**src/rtl/kmul_dot_acc.sv**
```systemverilog
// Dot-product accumulator for the 32x32 Karatsuba multiplier output stream.
// Optional KMUL_ACC_SAT_EN: clamp the accumulator on overflow instead of wrapping.
module kmul_dot_acc #(
    parameter int PW    = 64,
    parameter int GW    = 16,
    parameter int LEN_W = 8
) (
    input  logic                 clk,
    input  logic                 rst,
    input  logic                 in_valid,
    output logic                 in_ready,
    input  logic [PW-1:0]        in_prod,
    input  logic                 in_last,
    output logic                 out_valid,
    input  logic                 out_ready,
    output logic [PW+GW-1:0]     out_acc,
    output logic [LEN_W-1:0]     out_count,
    output logic                 out_ovf
);

    localparam int AW = PW + GW;
    localparam logic [LEN_W-1:0] CNT_MAX = '1;
    localparam logic [LEN_W-1:0] CNT_ONE = LEN_W'(1);

    typedef enum logic [1:0] {
        IDLE,
        ACC,
        HOLD
    } state_t;

    state_t state;
    state_t state_nxt;

    logic [AW-1:0]    acc;
    logic [LEN_W-1:0] cnt;
    logic             ovf;
    logic             accept;
    logic [AW:0]      sum;
    logic             carry;
    logic [AW-1:0]    acc_nxt;

    assign accept = in_valid & in_ready;
    assign sum    = {1'b0, acc} + {{(GW + 1){1'b0}}, in_prod};
    assign carry  = sum[AW];

`ifdef KMUL_ACC_SAT_EN
    // Once clamped, any further add either carries again or adds zero.
    assign acc_nxt = carry ? {AW{1'b1}} : sum[AW-1:0];
`else
    assign acc_nxt = sum[AW-1:0];
`endif

    always_ff @(posedge clk or posedge rst) begin
        if (rst) begin
            state <= IDLE;
        end else begin
            state <= state_nxt;
        end
    end

    always_comb begin
        state_nxt = state;
        unique case (state)
            IDLE: begin
                if (accept) begin
                    state_nxt = in_last ? HOLD : ACC;
                end
            end
            ACC: begin
                if (accept && in_last) begin
                    state_nxt = HOLD;
                end
            end
            HOLD: begin
                if (out_ready) begin
                    state_nxt = IDLE;
                end
            end
            default: state_nxt = IDLE;
        endcase
    end

    always_comb begin
        out_valid = 1'b0;
        in_ready  = 1'b1;
        unique case (state)
            IDLE: begin
                out_valid = 1'b0;
                in_ready  = 1'b1;
            end
            ACC: begin
                out_valid = 1'b0;
                in_ready  = 1'b1;
            end
            HOLD: begin
                out_valid = 1'b1;
                in_ready  = 1'b0;
            end
            default: begin
                out_valid = 1'b0;
                in_ready  = 1'b1;
            end
        endcase
    end

    // The first beat of a group restarts the datapath rather than adding to it.
    always_ff @(posedge clk or posedge rst) begin
        if (rst) begin
            acc <= '0;
            cnt <= '0;
            ovf <= 1'b0;
        end else if (accept) begin
            if (state == IDLE) begin
                acc <= {{GW{1'b0}}, in_prod};
                cnt <= CNT_ONE;
                ovf <= 1'b0;
            end else begin
                acc <= acc_nxt;
                ovf <= ovf | carry;
                if (cnt != CNT_MAX) begin
                    cnt <= cnt + CNT_ONE;
                end
            end
        end
    end

    assign out_acc   = acc;
    assign out_count = cnt;
    assign out_ovf   = ovf;

endmodule

```
**config.mk**
```make
export PLATFORM = sky130hd
export DESIGN_NAME = kmul_dot_acc
export DESIGN_NICKNAME = d
export VERILOG_FILES = /design/src/rtl/kmul_dot_acc.sv
export SDC_FILE = /design/constraint.sdc
export NUM_CORES = 1
export LEC_CHECK = 0
export ABC_AREA = 1
export ABC_CLOCK_PERIOD_IN_PS = 3190
export CAP_MARGIN = 20
export CORE_MARGIN = 2
export CORE_UTILIZATION = 57
export DETAILED_ROUTE_END_ITERATION = 6
export PLACE_DENSITY = 0.83
export SYNTH_ARGS = -nofsm -noshare
export SYNTH_HDL_FRONTEND = slang
export SYNTH_SLANG_ARGS = --single-unit
```
**constraint.sdc**
```tcl
create_clock -name clk -period 3.19 [get_ports clk]
set_input_delay 0.638 -clock clk [delete_from_list [all_inputs] [get_ports clk]]
set_output_delay 0.638 -clock clk [all_outputs]
set_load 0.02 [all_outputs]
```
==> reports/results.ini <==
[run_status]
status = finished, final reports clean

[routing]
wl_per_cell_um = 17.0
vias = 13200
wl_mm = 41.3
vias_per_cell = 5.44
first_pass_iters = 6
post-route-drc-count = 0
antenna_left = 0
dr.first_iter.drc_count = 1220

[layout]
finish.utilization_pct = 72.8
n_antenna_cell = 0
syn2layout_area_growth_pct = 25.3
drive_above_1_share_pct = 8.19
layout.cells.most_common = nand2_1
final_cells = 2431
multi_input_area_um2 = 7120
nFillCells = 1651
seqCellArea_um2 = 2280
final_cell_mix = nand2_1, inv_1, nor2_1
nNetsFinal = 2327

[worst_hold_path]
hold_path_class = register to register

[synthesis]
synth_cell_type_count = 34
synth_area_um2 = 10900
synth_cells = 1973
ys_ff_latch = 91
synthFlopType = dfrtp_1
syn_area_per_cell_um2 = 5.51
yosys_warnings = 0
synth_edf_count = 0
yosysSeqAreaShare_pct = 21.0
async_reset_ff_share_pct = 100
syn_nets = 2108

[global_route]
grt.total_usage_pct = 41.2
overflow = 0
grt_max_degree = 52
grt_pass1_vias = 12600
antenna_found_initial = 0
grt_pass1_wl_mm = 64.7

[worst_setup_path]
arrival_ns = 3.25
crit_top_cell = nand2_1
startpoint_type = input pin
path_max_fanout = 5
cpMaxStageDelayCell = clkdlybuf4s50_1
path_class = input pin to register
end_kind = register
cp_num_buf_inv = 3
worst_path_largest_cell_delay_ns = 0.48
crit_chain = clkdlybuf4s50_1, ha_1, inv_1, fa_1, inv_1, nand3_1, nor2_1, nand2_1, nand3_2, nand2_1, nand2_2, nand2_1, nand2_1, nand2_1, nand2_1, nand2_1, nand2_1, nand2_1, nor2_1
critPathRequiredTime_ns = 3.48
cp_top_family = simple AND/OR/NAND/NOR gates

[clocking]
htree_levels = 3
cts_buffers = 9
clk_pin_slew_ns = 0.07
cts_root_buffer = clkbuf_16
holdBufCountCts = 0
cts_tree = built
ctsLongestPathBuffers = 2
cts_setup_buffers = 0
cts_resized = 0
numClockSinks = 91
clkLatencyLatePin_ns = 0.37

[floorplanning]
die_x_um = 142
initial_core_util_pct = 58.1
fp.dieH_um = 142
dieArea_um2 = 20200
core_area_um2 = 18700
floorplan.rows = 50
pin_count = 160

[sta]
report.final.slew_viol_count = 0
worst_slack_ns = 0.225
period_minus_slack_ns = 2.97
period_share_pct = 93.0
hold_violations = 0
setup_viol_count_final = 0
fmax_ghz = 0.337
rsz0062_at_grt = false
relSlewSlack_pct = 43.1
skew_ns = 0.0186
tightest_slew_ns = 0.852

[run]
cap_violations = 0

[pwr]
power_density_nw_per_um2 = 845
peakVddDrop_uv = 554
power_leakage_nw = 7.35
total_power_mw = 11.5

[placement]
dp_slack_ns = -0.0859
hpwl_mm = 34.1
place_inst = 2415
numPortBuffers = 159
place.gp.congestion = 1.07

through the flow:
stage	hold WS, ns	TNS, ns	instance area [um^2]
CTS	0.493	0	13600
global placement	0.461	-0.0101	13300
global route	0.518	0	13600
floorplan	0.447	0	10900
finish	0.496	0	13600
detailed placement	0.484	-0.167	13300
state kept, by name, indices dropped and copies added (netlist names):
register	cells
out_ovf	1
out_count	8
state	2
out_acc	80
synthesized netlist by cell type, types with 16 or more instances:
cell type	instances	area, um^2
dfrtp_1	91	2280
nand3_1	79	395
nor3_1	25	125
clkbuf_1	16	60.1
o21ai_0	63	315
nand2_2	17	106
inv_1	343	1290
nor2_2	33	206
xnor2_1	24	210
nand2_1	761	2860
ha_1	65	813
nor2_1	241	905
a21oi_1	108	541
metal layers:
metal  track usage (%)  wire length (um)  vias to the layer above
met1              55.3             17400                     5952
met5                 0                 0                        -
li1                  -                 -                     6464
met3              11.2              4960                       89
met2              62.3             17300                      714
met4              17.7              1620                        0
power breakdown:
| part | leakage [nW] | switching (mW) | internal [mW] |
|---|---|---|---|
| combinational | 6.05 | 5.25 | 3.08 |
| clock | 0.167 | 0.541 | 0.736 |
| sequential | 1.13 | 0.364 | 1.53 |
final timing paths:
kind                                    startpoint                       to  slack, ns  cells after the start
setup / recovery                        in_prod[0]  out_acc[66]$_DFFE_PP0P_       0.22                     19
hold / removal                state[1]$_DFFE_PP0P_     state[1]$_DFFE_PP0P_       0.50                      1
setup reg to reg           out_acc[44]$_DFFE_PP0P_  out_acc[77]$_DFFE_PP0P_       0.58                     13
hold reg to reg               state[1]$_DFFE_PP0P_     state[1]$_DFFE_PP0P_       0.50                      1
max in group asynchronous                      rst  out_acc[31]$_DFFE_PP0P_       1.73                      4
min in group asynchronous                      rst  out_acc[78]$_DFFE_PP0P_       0.68                      2
layout make-up:
class	count	area share, %
Timing Repair Buffer	240	16.5
Clock buffer	11	1.86
Tap cell	234	2.15
Multi-Input combinational cell	1493	52.3
Sequential cell	91	16.7
Inverter	357	9.85
Clock inverter	5	0.607
logic make-up (layout without fill, tap and decap cells):
logic type               after synthesis  count (layout)  synth area share (%)
AND/OR/NAND/NOR                     1186            1186                  44.7
buffers and inverters                389             613                  13.7
AO/OA/AOI/OAI                        204             204                  10.0
flip-flops                            91              91                  21.0
adder cells (fa/ha/maj)               66              66                  7.67
XOR/XNOR                              37              37                  2.98
worst register-to-register path: stages, from the launching register on:
cell and delay, ns:
dfrtp_1 0.41, ha_1 0.38, nand2_1 0.15, inv_1 0.06, a21oi_1 0.24, nand2_1 0.17
a21oi_1 0.31, nand3_2 0.27, nand2_1 0.13, nand2_1 0.10, nand2_1 0.12, nand2_1 0.06
nand2_1 0.05, nor2_1 0.06
Power figures use the tool's default switching activity.
